==> src/rtl/sseg_scan_if.sv <==
// Bus between user logic and the 7-segment scan controller: value/enable
// loads in, anode/segment drive and status back out.
interface sseg_scan_if;
  logic [15:0] din;
  logic [3:0]  dp_in;
  logic [3:0]  digit_en;
  logic        load;
  logic [3:0]  an;
  logic [6:0]  seg;
  logic        dp;
  logic        pend;
  logic        frame_done;

  modport master (
    output din, dp_in, digit_en, load,
    input  an, seg, dp, pend, frame_done
  );

  modport slave (
    input  din, dp_in, digit_en, load,
    output an, seg, dp, pend, frame_done
  );
endinterface

==> src/rtl/sseg_scan_ctrl.sv <==
// 4-digit common-anode 7-segment scan controller with frame-aligned shadow loads.
// Optional: define LEADING_ZERO_BLANK_EN to auto-blank digits above the top non-zero nibble.
module sseg_scan_ctrl #(
  parameter int DIV   = 100000,
  parameter int CNT_W = 17
) (
  input  logic         clk,
  input  logic         rst,
  sseg_scan_if.slave   bus
);

  logic [CNT_W-1:0] cnt;
  logic [1:0]       idx;
  logic             tick;
  logic             fb;

  logic [15:0] sh_val;
  logic [3:0]  sh_dp;
  logic [3:0]  sh_en;
  logic        pend_r;

  logic [15:0] act_val;
  logic [3:0]  act_dp;
  logic [3:0]  act_en;

  logic [3:0]  lz_blank;
  logic [3:0]  nib;
  logic        show;

  logic [3:0]  an_p1;
  logic [6:0]  seg_p1;
  logic        dp_p1;
  logic        fd_p1;

  function automatic logic [6:0] hex7(input logic [3:0] v);
    logic [6:0] s;
    case (v)
      4'h0: s = 7'h40;
      4'h1: s = 7'h79;
      4'h2: s = 7'h24;
      4'h3: s = 7'h30;
      4'h4: s = 7'h19;
      4'h5: s = 7'h12;
      4'h6: s = 7'h02;
      4'h7: s = 7'h78;
      4'h8: s = 7'h00;
      4'h9: s = 7'h10;
      4'hA: s = 7'h08;
      4'hB: s = 7'h03;
      4'hC: s = 7'h46;
      4'hD: s = 7'h21;
      4'hE: s = 7'h06;
      default: s = 7'h0E;
    endcase
    return s;
  endfunction

  assign tick = (cnt == CNT_W'(DIV - 1));
  assign fb   = tick && (idx == 2'd3);

  // Stage p0: prescaler, digit index, shadow and active registers
  always_ff @(posedge clk) begin
    if (rst) begin
      cnt     <= '0;
      idx     <= 2'd0;
      sh_val  <= '0;
      sh_dp   <= '0;
      sh_en   <= '0;
      pend_r  <= 1'b0;
      act_val <= '0;
      act_dp  <= '0;
      act_en  <= '0;
    end else begin
      cnt <= tick ? '0 : cnt + CNT_W'(1);
      if (tick) idx <= idx + 2'd1;
      // A load landing on the frame boundary bypasses the shadow entirely.
      if (bus.load && fb) begin
        act_val <= bus.din;
        act_dp  <= bus.dp_in;
        act_en  <= bus.digit_en;
        pend_r  <= 1'b0;
      end else begin
        if (fb && pend_r) begin
          act_val <= sh_val;
          act_dp  <= sh_dp;
          act_en  <= sh_en;
          pend_r  <= 1'b0;
        end
        if (bus.load) begin
          sh_val <= bus.din;
          sh_dp  <= bus.dp_in;
          sh_en  <= bus.digit_en;
          pend_r <= 1'b1;
        end
      end
    end
  end

`ifdef LEADING_ZERO_BLANK_EN
  assign lz_blank = {act_val[15:12] == 4'h0, act_val[15:8] == 8'h0,
                     act_val[15:4] == 12'h0, 1'b0};
`else
  assign lz_blank = 4'b0000;
`endif

  assign nib  = act_val[4*idx +: 4];
  assign show = act_en[idx] && !lz_blank[idx];

  // Stage p1: registered pin drive
  always_ff @(posedge clk) begin
    if (rst) begin
      an_p1  <= 4'hF;
      seg_p1 <= 7'h7F;
      dp_p1  <= 1'b1;
      fd_p1  <= 1'b0;
    end else begin
      an_p1  <= show ? ~(4'b0001 << idx) : 4'hF;
      seg_p1 <= show ? hex7(nib) : 7'h7F;
      dp_p1  <= show ? ~act_dp[idx] : 1'b1;
      fd_p1  <= fb;
    end
  end

  assign bus.an         = an_p1;
  assign bus.seg        = seg_p1;
  assign bus.dp         = dp_p1;
  assign bus.pend       = pend_r;
  assign bus.frame_done = fd_p1;

endmodule
==> src/flat_wrapper.sv <==
// flat-port wrapper written by rule: the top's interface ports become plain ports
module sseg_scan_ctrl_flat 
#(
  parameter int DIV   = 100000,
  parameter int CNT_W = 17
)
  (clk, rst, bus_din, bus_dp_in, bus_digit_en, bus_load, bus_an, bus_seg, bus_dp, bus_pend, bus_frame_done);
  sseg_scan_if bus_i ();
  input  logic clk;
  input  logic rst;
  input wire logic [$bits(bus_i.din)-1:0] bus_din;
  input wire logic [$bits(bus_i.dp_in)-1:0] bus_dp_in;
  input wire logic [$bits(bus_i.digit_en)-1:0] bus_digit_en;
  input wire logic [$bits(bus_i.load)-1:0] bus_load;
  output wire logic [$bits(bus_i.an)-1:0] bus_an;
  output wire logic [$bits(bus_i.seg)-1:0] bus_seg;
  output wire logic [$bits(bus_i.dp)-1:0] bus_dp;
  output wire logic [$bits(bus_i.pend)-1:0] bus_pend;
  output wire logic [$bits(bus_i.frame_done)-1:0] bus_frame_done;
  assign bus_i.din = bus_din;
  assign bus_i.dp_in = bus_dp_in;
  assign bus_i.digit_en = bus_digit_en;
  assign bus_i.load = bus_load;
  assign bus_an = bus_i.an;
  assign bus_seg = bus_i.seg;
  assign bus_dp = bus_i.dp;
  assign bus_pend = bus_i.pend;
  assign bus_frame_done = bus_i.frame_done;
  sseg_scan_ctrl #(.DIV(DIV), .CNT_W(CNT_W)) u_core (.clk(clk), .rst(rst), .bus(bus_i));
endmodule
==> config.mk <==
export PLATFORM = sky130hd
export DESIGN_NAME = sseg_scan_ctrl_flat
export DESIGN_NICKNAME = d
export VERILOG_FILES = /design/src/rtl/sseg_scan_if.sv /design/src/rtl/sseg_scan_ctrl.sv /design/src/flat_wrapper.sv
export SDC_FILE = /design/constraint.sdc
export NUM_CORES = 1
export LEC_CHECK = 0
export CORE_UTILIZATION = 30
export CTS_CLUSTER_SIZE = 40
export DETAILED_ROUTE_END_ITERATION = 7
export PLACE_DENSITY = 0.46
export REMOVE_ABC_BUFFERS = 1
export SYNTH_ARGS = -nofsm -noshare
export SYNTH_HDL_FRONTEND = slang
export SYNTH_SLANG_ARGS = --single-unit
==> constraint.sdc <==
create_clock -name clk -period 4.6 [get_ports clk]
set_clock_uncertainty 0.15 [all_clocks]
set_input_delay 0.92 -clock clk [delete_from_list [all_inputs] [get_ports clk]]
set_output_delay 0.92 -clock clk [all_outputs]
set_load 0.02 [all_outputs]
==> summary.log <==
INFO  status         status=finished, final reports clean
INFO  sta            final_min_period_over_clock_period=54.7%
INFO  cells_and_area area.growth.synth_to_final=19.1%
INFO  die            dieArea=14100µm²
INFO  detailed_routing wl_per_cell=16.3µm
INFO  sta            report.final.slew_viol_count=0
INFO  sta            fin_setup_tns=0ns
INFO  cells_and_area layout.cells.most_common=sky130_fd_sc_hd__dfxtp_1
INFO  die            io-pin-count=41
INFO  die            die-height=119µm
INFO  cells_and_area layout.cells.non_filler=636
INFO  cts            cts_tree=done
INFO  worst_setup_path cp-end-kind=register
INFO  sta            timing.hold.ws=0.315ns
INFO  pwr            power.clock.fraction=47.6%
INFO  sta            timing.final.crit_period=2.52ns
INFO  global_routing total_global_routing_overflow=0
INFO  yosys          synth-edff-count=0
INFO  worst_hold_path hold_class=reg -> reg
INFO  cts            postCtsSetupRepairBufs=0
INFO  pwr            net-switching-power=0.370mW
INFO  worst_setup_path cp.required=4.69ns
INFO  worst_hold_path whs_path_depth=1
INFO  cts            numClockSinks=81
INFO  detailed_routing detail_route.drc_violations=0
INFO  worst_setup_path critical_path_peak_fanout=25
INFO  yosys          synthesis.area_per_instance=9.29µm²
INFO  place          placement.setup.worst_slack=1.99ns
INFO  pwr            power.share.combinational=7.4%
INFO  die            die_w=119µm
INFO  cts            clock_latency=0.35ns
INFO  sta            f_max=397MHz
INFO  place          dp_hpwl=6560µm
INFO  cells_and_area antenna_cells=0
INFO  detailed_routing vias=3424
INFO  pwr            peakVddDrop=0.000156V
INFO  cts            cts-htree-levels=3
INFO  die            starting_utilization_of_the_core_area=30.8%
INFO  worst_setup_path worstRegToRegCells=5
INFO  sta            layout_setup_ws=2.08ns
INFO  detailed_routing detail_route.vias_per_cell=5.38
INFO  cells_and_area register_area=1620µm²
INFO  yosys          prevailing_post_synth_register_cell=sky130_fd_sc_hd__dfxtp_1
INFO  worst_setup_path timing.critical_path.from_type=register
INFO  pwr            p_int=1.28mW
INFO  cts            cts_made_buffers=9
INFO  place          gp_congestion=0.741
INFO  detailed_routing route.antenna.remaining_nets=0
INFO  detailed_routing detailedRoute.firstPassIterationCount=5
INFO  pwr            power_per_cell_area=339nW/µm²
INFO  place          numPortBuffers=40
INFO  yosys          synth.ff_latch_count=81
INFO  yosys          synth_seq_area_share=39.8%
INFO  yosys          synth_async_sr_flop_share=0%
INFO  cells_and_area layout_common_cells=81 x sky130_fd_sc_hd__dfxtp_1, 54 x sky130_fd_sc_hd__nand2_1, 38 x sky130_fd_sc_hd__clkdlybuf4s50_1
INFO  cells_and_area num-nets-final=493
INFO  global_routing largest_net_degree_at_the_start_of_global_routing=77
INFO  cts            cts.hold.buffers_added=0
INFO  pwr            seq_power_share=45.0%
INFO  cts            ctsLongestPathBuffers=2
INFO  worst_setup_path cp.arrival=2.60ns
INFO  yosys          mappedNetlistArea=4080µm²
INFO  cells_and_area footprint_of_the_multi_input_gates=2210µm²
INFO  detailed_routing first_iter_violations=259
INFO  sta            tightestPinTransition=0.854ns
INFO  global_routing grt_resource_usage_total=15.7%
INFO  worst_setup_path crit_type=reg -> reg
INFO  sta            final-setup-viol-count=0
INFO  cts            clock_tree.root_cell=sky130_fd_sc_hd__clkbuf_16
INFO  sta            slew_headroom=43.0%
INFO  cts            cts_repair_resize_count=0
INFO  detailed_routing routed_wirelength=10400µm
INFO  pwr            swShare=22.5%
INFO  cells_and_area final_layout_size_suffix_gt1_share=7.83%
INFO  yosys          synthesis.instances=439
INFO  die            core_area=13200µm²
INFO  cts            worst_setup_hold_path_clk_slew=0.06ns
INFO  sta            unrepaired_setup_endpoints_after_global_routing=no
INFO  global_routing grt_pass1_vias=3324
INFO  cells_and_area fillerInstances=1363
INFO  die            rows=42
INFO  global_routing grt_pass1_wl=17400µm
INFO  yosys          synth_warnings=0
INFO  pwr            leakage=1.61nW
INFO  global_routing grt_antenna_before_repair=0
INFO  place          dp_cells=620
INFO  yosys          post_synth_num_cell_types=47
INFO  sta            finalHoldViolCount=0
INFO  run            cap_violations=0
-- per-layer routing --
metal	track usage, %	vias up	share of wire (%)
met5	0	-	0
met4	8.62	0	2.4
met3	2.99	19	3.0
met2	24.2	64	46
met1	20.4	1646	49
li1	-	1695	-
-- cell type report --
class | instances | area share, %
Clock inverter | 1 | 0.618
Clock buffer | 15 | 6.13
Inverter | 10 | 0.824
Multi-Input combinational cell | 307 | 45.5
Tap cell | 176 | 4.53
Timing Repair Buffer | 46 | 8.96
Sequential cell | 81 | 33.4
-- synth_stat cells, types with 2 or more instances --
cell type                   number  share of area, %
sky130_fd_sc_hd__a31oi_1        25               3.8
sky130_fd_sc_hd__o31ai_1         2              0.37
sky130_fd_sc_hd__o311ai_0       24               5.2
sky130_fd_sc_hd__nor2_1         18               1.7
sky130_fd_sc_hd__or4_1           2              0.37
sky130_fd_sc_hd__nand4b_1       24               5.2
sky130_fd_sc_hd__buf_1           2              0.18
sky130_fd_sc_hd__and4_1          3              0.64
sky130_fd_sc_hd__o2bb2ai_1      10               2.1
sky130_fd_sc_hd__xnor2_1         5               1.1
sky130_fd_sc_hd__mux2i_1         3              0.74
sky130_fd_sc_hd__buf_2           9               1.1
sky130_fd_sc_hd__nand4_1         4              0.61
sky130_fd_sc_hd__a21oi_1         8              0.98
sky130_fd_sc_hd__nor4_1          2              0.31
sky130_fd_sc_hd__inv_1           9              0.83
sky130_fd_sc_hd__nand2_1        54               5.0
sky130_fd_sc_hd__ha_1           11               3.4
sky130_fd_sc_hd__mux4_2          6               3.3
sky130_fd_sc_hd__or3_1           3              0.46
sky130_fd_sc_hd__xor2_1          7               1.5
sky130_fd_sc_hd__o21ai_0        17               2.1
sky130_fd_sc_hd__a22o_1         15               3.2
sky130_fd_sc_hd__buf_6           5               1.4
sky130_fd_sc_hd__o211ai_1        2              0.37
sky130_fd_sc_hd__dfxtp_1        81                40
sky130_fd_sc_hd__nand3_1         6              0.74
sky130_fd_sc_hd__nor2b_1         2              0.31
sky130_fd_sc_hd__nor3b_1        25               4.6
sky130_fd_sc_hd__nand2b_1        2              0.31
sky130_fd_sc_hd__clkbuf_1       24               2.2
sky130_fd_sc_hd__a21boi_0        9               1.7
sky130_fd_sc_hd__o221ai_1        4              0.86
sky130_fd_sc_hd__and3_1          3              0.46
-- final timing paths --
| check | from | to | slack (ns) |
|---|---|---|---|
| setup / recovery | u_core.cnt[0]$_SDFF_PP0_ | u_core.act_dp[1]$_SDFFE_PP0P_ | 2.08 |
| hold / removal | u_core.act_en[0]$_SDFFE_PP0P_ | u_core.act_en[0]$_SDFFE_PP0P_ | 0.32 |
| setup reg to reg | u_core.cnt[0]$_SDFF_PP0_ | u_core.act_dp[1]$_SDFFE_PP0P_ | 2.08 |
| hold reg to reg | u_core.act_en[0]$_SDFFE_PP0P_ | u_core.act_en[0]$_SDFFE_PP0P_ | 0.32 |
-- stage by stage --
stage | utilization (%) | area (µm²) | power [mW]
after detailed placement | 34.2 | 4530 | 0.878
after global routing | 36.7 | 4860 | 1.71
after global placement | 34.2 | 4530 | 0.874
after CTS | 36.7 | 4860 | 1.67
after floorplan | - | 3870 | 0.810
final | 36.7 | 4860 | 1.65
-- critical path, cell delays in order, from the launching register on --
cell                      delay (ns)
sky130_fd_sc_hd__dfxtp_1        0.36
sky130_fd_sc_hd__ha_1           0.24
sky130_fd_sc_hd__and4_1         0.27
sky130_fd_sc_hd__and4_2         0.61
sky130_fd_sc_hd__a31oi_4        0.41
sky130_fd_sc_hd__a22o_1         0.35
-- sequential cells by signal, summed over array words and instances, names as in the netlist --
signal                 flops
u_core.bus.seg             7
u_core.act_val            16
u_core.cnt                17
u_core.sh_dp               4
u_core.idx                 2
u_core.sh_val             16
u_core.bus.an              4
u_core.act_en              4
u_core.bus.dp              1
u_core.sh_en               4
u_core.bus.frame_done      1
u_core.bus.pend            1
u_core.act_dp              4
-- power by group through the flow --
stage / clock network (mW) / logic [mW] / registers (mW)
2_1_floorplan: 0 / 0.0560 / 0.754
3_3_place_gp: 0 / 0.119 / 0.755
3_5_place_dp: 0 / 0.122 / 0.756
4_1_cts: 0.805 / 0.123 / 0.740
5_1_grt: 0.831 / 0.136 / 0.744
6_report: 0.783 / 0.122 / 0.741
-- logic make-up after synthesis --
group,count (synthesis),share of synthesized area [%]
and+or+nand+nor,156,22.7
AOI/OAI and AO/OA,119,21.5
DFF,81,39.8
buffers and inverters,51,6.04
xor gates and xnor gates,12,2.58
adders and majority gates,11,3.37
muxes,9,4.05
Power figures use the tool's default switching activity.
